==> config.mk <==
export PLATFORM = sky130hd
export DESIGN_NAME = add_share_sched
export DESIGN_NICKNAME = d
export VERILOG_FILES = /design/src/rtl/add_share_sched.sv
export SDC_FILE = /design/constraint.sdc
export NUM_CORES = 1
export LEC_CHECK = 0
export BUFFER_PORTS_ARGS = -buffer_cell sky130_fd_sc_hd__buf_4
export CAP_MARGIN = 5
export CORE_AREA = 2 2 54 56
export DETAILED_ROUTE_END_ITERATION = 8
export DIE_AREA = 0 0 56 58
export GPL_ROUTABILITY_DRIVEN = 0
export PLACE_DENSITY_LB_ADDON = 0.12
export SYNTH_ARGS = -nofsm -noshare
export SYNTH_HDL_FRONTEND = slang
export SYNTH_SLANG_ARGS = --single-unit
export TNS_END_PERCENT = 20
==> constraint.sdc <==
create_clock -name clk -period 3.2 [get_ports clk]
set_input_delay 0 -clock clk [delete_from_list [all_inputs] [get_ports clk]]
set_output_delay 0 -clock clk [all_outputs]
set_load 0.02 [all_outputs]
==> src/rtl/add_share_sched.sv <==
// Shares one external W-bit carry-in adder among NREQ multi-limb requesters, round-robin, grant locked per transaction.
// Latency: 1 cycle from limb accept to registered result; 1 limb/cycle when the result is consumed as it is produced.
// Backpressure: res_valid && !res_ready stalls all req_ready and holds results. Optional subtract: `define ADD_SHARE_SUB_EN.
`timescale 1ns/1ps
module add_share_sched #(
    parameter int W    = 9,
    parameter int NREQ = 2
) (
    input  logic              clk,
    input  logic              rst_n,
    input  logic [NREQ-1:0]   req_valid,
    output logic [NREQ-1:0]   req_ready,
    input  logic [NREQ*W-1:0] req_x,
    input  logic [NREQ*W-1:0] req_y,
    input  logic [NREQ-1:0]   req_last,
`ifdef ADD_SHARE_SUB_EN
    input  logic [NREQ-1:0]   req_sub,
`endif
    output logic [W-1:0]      adder_x,
    output logic [W-1:0]      adder_y,
    output logic              adder_cin,
    input  logic [W:0]        adder_s,
    output logic              res_valid,
    input  logic              res_ready,
    output logic [W-1:0]      res_sum,
    output logic              res_cout,
    output logic [1:0]        res_id,
    output logic              res_last,
    output logic              busy
);

    typedef enum logic {IDLE, LOCKED} state_t;

    state_t       state;
    logic [1:0]   rr_ptr;
    logic [1:0]   owner;
    logic         carry_q;
    logic         first_q;

    logic [1:0]   pick;
    logic [2:0]   t;
    logic [1:0]   g;
    logic         g_vld;
    logic [W-1:0] g_x;
    logic [W-1:0] g_y;
    logic         g_last;
    logic         g_sub;
    logic         accept;
    logic [1:0]   rr_next;

    // Scan from the highest offset down so the lowest offset from rr_ptr wins.
    always_comb begin
        pick = rr_ptr;
        t    = '0;
        for (int j = NREQ - 1; j >= 0; j--) begin
            t = {1'b0, rr_ptr} + 3'(j);
            if (t >= 3'(NREQ))
                t = t - 3'(NREQ);
            for (int i = 0; i < NREQ; i++)
                if (3'(i) == t && req_valid[i])
                    pick = t[1:0];
        end
    end

    assign g = (state == LOCKED) ? owner : pick;

    always_comb begin
        g_vld  = 1'b0;
        g_x    = '0;
        g_y    = '0;
        g_last = 1'b0;
        g_sub  = 1'b0;
        for (int i = 0; i < NREQ; i++) begin
            if (2'(i) == g) begin
                g_vld  = req_valid[i];
                g_x    = req_x[i*W +: W];
                g_y    = req_y[i*W +: W];
                g_last = req_last[i];
`ifdef ADD_SHARE_SUB_EN
                g_sub  = req_sub[i];
`endif
            end
        end
    end

    // Gated by rst_n so nothing leaks to the adder or requesters while held in reset.
    assign accept = rst_n && g_vld && (!res_valid || res_ready);

    always_comb begin
        req_ready = '0;
        for (int i = 0; i < NREQ; i++)
            req_ready[i] = accept && (2'(i) == g);
    end

    assign adder_x   = accept ? g_x : '0;
    assign adder_y   = !accept ? '0 : (g_sub ? ~g_y : g_y);
    assign adder_cin = accept && (first_q ? g_sub : carry_q);

    assign rr_next = (g == 2'(NREQ - 1)) ? 2'd0 : g + 2'd1;

    always_ff @(posedge clk or negedge rst_n) begin
        if (!rst_n) begin
            state     <= IDLE;
            rr_ptr    <= '0;
            owner     <= '0;
            carry_q   <= 1'b0;
            first_q   <= 1'b1;
            res_valid <= 1'b0;
            res_sum   <= '0;
            res_cout  <= 1'b0;
            res_id    <= '0;
            res_last  <= 1'b0;
            busy      <= 1'b0;
        end else if (accept) begin
            res_valid <= 1'b1;
            res_sum   <= adder_s[W-1:0];
            res_cout  <= adder_s[W];
            res_id    <= g;
            res_last  <= g_last;
            carry_q   <= adder_s[W];
            first_q   <= g_last;
            if (g_last) begin
                state  <= IDLE;
                busy   <= 1'b0;
                rr_ptr <= rr_next;
            end else begin
                state  <= LOCKED;
                busy   <= 1'b1;
                owner  <= g;
            end
        end else if (res_ready) begin
            res_valid <= 1'b0;
        end
    end

endmodule

# Word-level counts from Yosys, hierarchy flattened
# Cells that the tools add are included.
[classes]
magnitude_cmp = 2
addsub = 4
n_reduce_logical = 17
muxes = 22
bitwise = 1
eq_ne = 4
[ops]
columns = ["op", "n"]
rows = [
  ["2-to-1 mux 9 bit", 6],
  ["2-to-1 mux 2 bit", 6],
  ["logical AND 1 bit", 9],
  ["2-to-1 mux 1 bit", 8],
  ["equality test 1 x 3 -> 1 bit, first input constant", 2],
  ["logical NOT 3 bit", 2],
  ["2-to-1 mux 3 bit", 2],
  ["AND reduction 2 bit", 2],
  ["adder 2 x 1 -> 3 bit, second input constant", 1],
  [">= comparator 3 x 2 -> 1 bit, second input constant", 1],
  ["subtractor 2 x 2 -> 3 bit, second input constant", 1],
  ["subtractor 3 x 2 -> 3 bit, second input constant", 1],
  ["adder 2 x 1 -> 2 bit, second input constant", 1],
  ["equality test 1 x 2 -> 1 bit, first input constant", 1],
  ["equality test 2 x 1 -> 1 bit, second input constant", 1],
  [">= comparator 2 bit, second input constant", 1],
  ["logical NOT 2 bit", 1],
  ["nonzero test 2 bit", 1],
  ["logical NOT 1 bit", 1],
  ["logical OR 1 bit", 1],
  ["inverter 1 bit", 1],
]
[totals]
word_cells = 59
in_bits = 53
regBits = 20
out_inout_bits = 36

# Logic depth before layout (Yosys ltp)
[depth]
depth_word = 16
depth_mapped = 6
depth_no_buf = 5

# Worst setup path after synthesis
# Ideal clock, no wire load.
[synth_timing]
path_type = "reg-to-output"
from = "register state"
to = "output adder_x[7]"
setup_slack_ns = 1.532
arrival_time_ns = 1.668
stages_incl_launch_ff = 6
required_ns = 3.200
path_buffers = 1
path_cell_list = "dfrtp_1 > and2b_1 > a211oi_2 > and4_4 > buf_6 > a22o_1"
[synth_between]
elab_chain_len = 7
elab_cells_between_ends = 10
cone_classes = "1 x eq/ne; 6 x mux; 3 x reduce/logical"
[synth_rtl]
columns = ["item", "line_no", "source"]
rows = [
  ["start: declaration", "34", "state_t state;"],
  ["start signal: assignment", "103", "state <= IDLE;"],
  ["start signal: assignment", "123", "state <= IDLE;"],
  ["start signal: assignment", "127", "state <= LOCKED;"],
  ["2-to-1 mux 2 bit (*)", "65", "assign g = (state == LOCKED) ? owner : pick;"],
  ["logical NOT 2 bit", "74", "if (2'(i) == g) begin"],
  ["2-to-1 mux 1 bit (2 in a row)", "74", ""],
  ["logical AND 1 bit (2 in a row)", "87", "assign accept = rst_n && g_vld && (!res_valid || res_ready);"],
  ["2-to-1 mux 9 bit (*)", "95", "assign adder_x = accept ? g_x : '0;"],
  ["end: declaration", "19", "output logic [W-1:0] adder_x,"],
]
# Mark *: on every way between the ends. The rest lies on a longest branch, timed or not.

# Worst setup path after layout
[layout_timing]
from = "input rst_n"
to = "output adder_x[3]"
[layout_between]
elab_chain_len = 3
[layout_rtl]
columns = ["item", "line_no", "source"]
rows = [
  ["start: declaration", "10", "input logic rst_n,"],
  ["logical AND 1 bit (2 in a row)", "87", ""],
  ["2-to-1 mux 9 bit", "95", ""],
]
# No other way between the ends.

==> flow_metrics.py <==
metrics = {
    "floorplanning": {
        "starting_density_of_the_core_pct": 39.8,
        "core-area_um2": 2660,
        "chipWidth_um": 56,
        "vertical_die_dimension_um": 58,
        "ports_placed_on_the_boundary": 89,
        "dieArea_um2": 3250,
        "rows": 19,
    },
    "global_routing": {
        "global_route.overflow_total": 0,
        "first_global_vias": 1140,
        "number_of_antenna_violations_at_the_first_check_in_global_routing": 0,
        "gr-usage-all-layers_pct": 19.4,
        "grt_pass1_wl_um": 5130,
        "grt_start_max_net_pins": 22,
    },
    "cts": {
        "cts_buffer_depth": 2,
        "path_clk_slew_ns": 0.11,
        "cts-htree-levels": 1,
        "numCtsBuffers": 3,
        "cts_tree": "done",
        "clock_latency_on_the_worst_skew_pair_ns": 0.29,
        "ctsRootBufferMaster": "clkbuf_4",
        "clkSinkCount": 20,
    },
    "finish": {
        "drive_above_1_share_pct": 45.8,
        "finalNetCount": 266,
        "fillers": 208,
        "syn_to_final_growth_pct": 77.4,
        "num_antenna_cells": 0,
        "finish.utilization_pct": 70.7,
    },
    "sta": {
        "hold-worst-slack_ns": 0.0272,
        "max_freq_mhz": 447,
        "final_report_setup_violation_count": 0,
        "final_hold_vios": 0,
        "worst_slew_margin_rel_pct": 57.1,
        "max_slew.worst_pin.slew_ns": 0.641,
        "period_needed_ns": 2.24,
        "setup_total_negative_slack_ns": 0,
        "final_max_slew_viol_count": 0,
        "fin_ws_ns": 0.965,
        "grt_setup_unrepaired": "false",
        "skew_ns": 0.00558,
        "min_period_over_period_pct": 69.9,
    },
    "status": {
        "status": "complete, no violations",
    },
    "detailed_routing": {
        "vias_after_detailed_routing": 1230,
        "detail_route.wl_per_cell_um": 13.6,
        "drt.antenna.violating_nets": 0,
        "firstDrtPassIters": 4,
        "via_per_inst": 5.06,
        "route.final.wire_length_um": 3300,
        "drt_iter0_drc": 66,
        "detail_route.drc_violations": 0,
    },
    "setup_path": {
        "timing.critical_path.required_ns": 3.20,
        "critical-path-top-cell-by-count": "buf_4",
        "path_max_fanout": 21,
        "timing.reg2reg.worst_path_depth": 5,
        "kind_of_start_point_of_the_critical_path": "input port",
        "setup.worst_path.class": "input port to primary output",
        "timing.critical_path.slowest_cell_delay_ns": 0.53,
        "rr_startpoint": "state$_DFFE_PN0P_",
        "path_depth": 9,
        "reg2reg_to": "owner[0]$_DFFE_PN0P_",
        "worst_ep_arrival_time_ns": 2.24,
        "regToRegSetupSlack_ns": 1.23,
        "crit_path_cell_trace": "dlygate4sd3_1, buf_4, a21boi_0, o41a_1, nand3_1, nor2_1, buf_4, a22o_1, buf_4",
        "critical-path-top-delay-family": "buffers and inverters",
        "path_buf_inv": 4,
        "timing.critical_path.slowest_stage_cell": "dlygate4sd3_1",
        "setup.worst_path.end_class": "primary output",
    },
    "logic_synthesis": {
        "synth_edf_count": 0,
        "netlist_area_um2": 1060,
        "ys_ff_latch": 20,
        "synth-seq-area-share_pct": 47.3,
        "main_combinational_cell_family_by_area_after_synthesis": "compound AO/OA/AOI/OAI gates",
        "yosys.area_share.adder_pct": 0,
        "netlist.top_cell.by_area": "dfrtp_1",
        "post_synth_mux_area_share_pct": 0.943,
        "yosys.cell_types.count": 26,
        "yosys.area_share.xor_xnor_pct": 0,
        "synth.top_cell.area_share_pct": 44.8,
        "ys.warnings.count": 0,
        "synth.area.top_cells": "dfrtp_1 (45%), a22o_1 (16%), nand2_1 (12%)",
        "synthFlopType": "dfrtp_1",
        "ys_async_sr_fraction_pct": 100,
        "synth_compound_gate_area_share_pct": 25.7,
        "post_synthesis_average_cell_area_um2": 9.39,
        "post_synth_and_or_nand_nor_area_fraction_pct": 21.3,
        "netlist_instances": 113,
        "synth.net_count": 166,
    },
    "run": {
        "max_capacitance_violation_count": 0,
    },
    "placement": {
        "place.port_buffers": 88,
        "preCtsSetupSlack_ns": 1.28,
        "dp.final_hpwl_um": 2500,
    },
    "pwr": {
        "powerDensity_nw_per_um2": 669,
        "power.static_leakage_nw": 1.01,
        "max-vdd-ir-drop_mv": 0.516,
    },
    "min_path": {
        "worstHoldStart": "req_last[1]",
        "worst_hold_path.endpoint": "rr_ptr[1]$_DFFE_PN0P_",
        "worst_hold_path_type": "input port to flip-flop",
        "hold_path_depth": 4,
    },
}
-- metrics by stage --
step	cells	instance area (um^2)	power, mW
after floorplan	113	1060	0.815
after global placement	227	1730	1.09
after detailed placement	227	1730	1.11
after CTS	243	1880	1.26
after global routing	243	1880	1.33
final	243	1880	1.26
-- worst max path at each step --
stage	startpoint	endpoint	slack, ns
4_1_cts	rst_n	adder_x[0]	0.95
3_5_place_dp	state$_DFFE_PN0P_	owner[0]$_DFFE_PN0P_	1.28
6_report	rst_n	adder_x[3]	0.96
5_1_grt	rst_n	adder_y[7]	0.68
3_3_place_gp	state$_DFFE_PN0P_	owner[0]$_DFFE_PN0P_	1.39
2_1_floorplan	state$_DFFE_PN0P_	adder_x[7]	1.53
-- kinds of logic after synthesis --
family          Yosys count
simple gates             51
buf+inv                   8
mux                       1
flops                    20
compound gates           33
-- power breakdown --
| part | internal, mW | switching (mW) | total, mW |
|---|---|---|---|
| registers | 0.356 | 0.0715 | 0.427 |
| clock network | 0.0692 | 0.0749 | 0.144 |
| logic | 0.314 | 0.373 | 0.687 |
-- repair_timing --
item,CTS,global route
hold endpoints to repair,31,0
hold buffers,12,0
resized for setup,0,0
setup buffers,0,0
-- Yosys cell counts, types with 2 or more instances --
cell,n
a21oi_1,3
a22o_1,19
and2_1,2
buf_2,4
buf_6,2
dfrtp_1,19
inv_1,2
nand2_1,34
nor2_1,5
nor2b_1,3
o21a_1,3
o21ai_0,3
-- routing by layer --
layer | vias to the layer above | share of wire [%] | GRT usage [%]
li1 | 594 | - | -
met1 | 581 | 39 | 22.8
met2 | 55 | 54 | 36.3
met3 | 0 | 7.3 | 4.24
met4 | 0 | 0 | 4.42
met5 | - | 0 | 0
-- worst register-to-register path, delay by kind of cell, from the launching register on --
| family | cells | cell delay (ns) |
|---|---|---|
| AOI/OAI and AO/OA | 4 | 0.99 |
| DFF | 1 | 0.48 |
| and+or+nand+nor | 1 | 0.41 |
-- area by class of cell --
class / instances / area, um^2 / share of cell area, %
sequential: 20 / 502 / 26.7
tap: 31 / 38.8 / 2.06
multi-input combinational: 85 / 509 / 27.1
clock buffer: 4 / 36.3 / 1.93
inverter: 2 / 7.51 / 0.399
timing repair buffer: 101 / 788 / 41.9
-- flip-flops by register name, indices dropped and copies added, names as in the netlist --
signal	count
owner	2
first_q	1
res_valid	1
state	1
rr_ptr	2
res_sum	9
res_id	2
res_last	1
carry_q	1
-- layout by cell type (no fill, tap or decap), drive strengths merged, types with 2 or more instances in the layout --
cell type and count:
a21oi 3, a22o 19, and2 2, buf 89, clkbuf 4, dfrtp 19, dlygate4sd3 12, inv 2
nand2 34, nor2 5, nor2b 3, o21a 3, o21ai 3
Note: power is estimated with default switching activity, not from simulation.
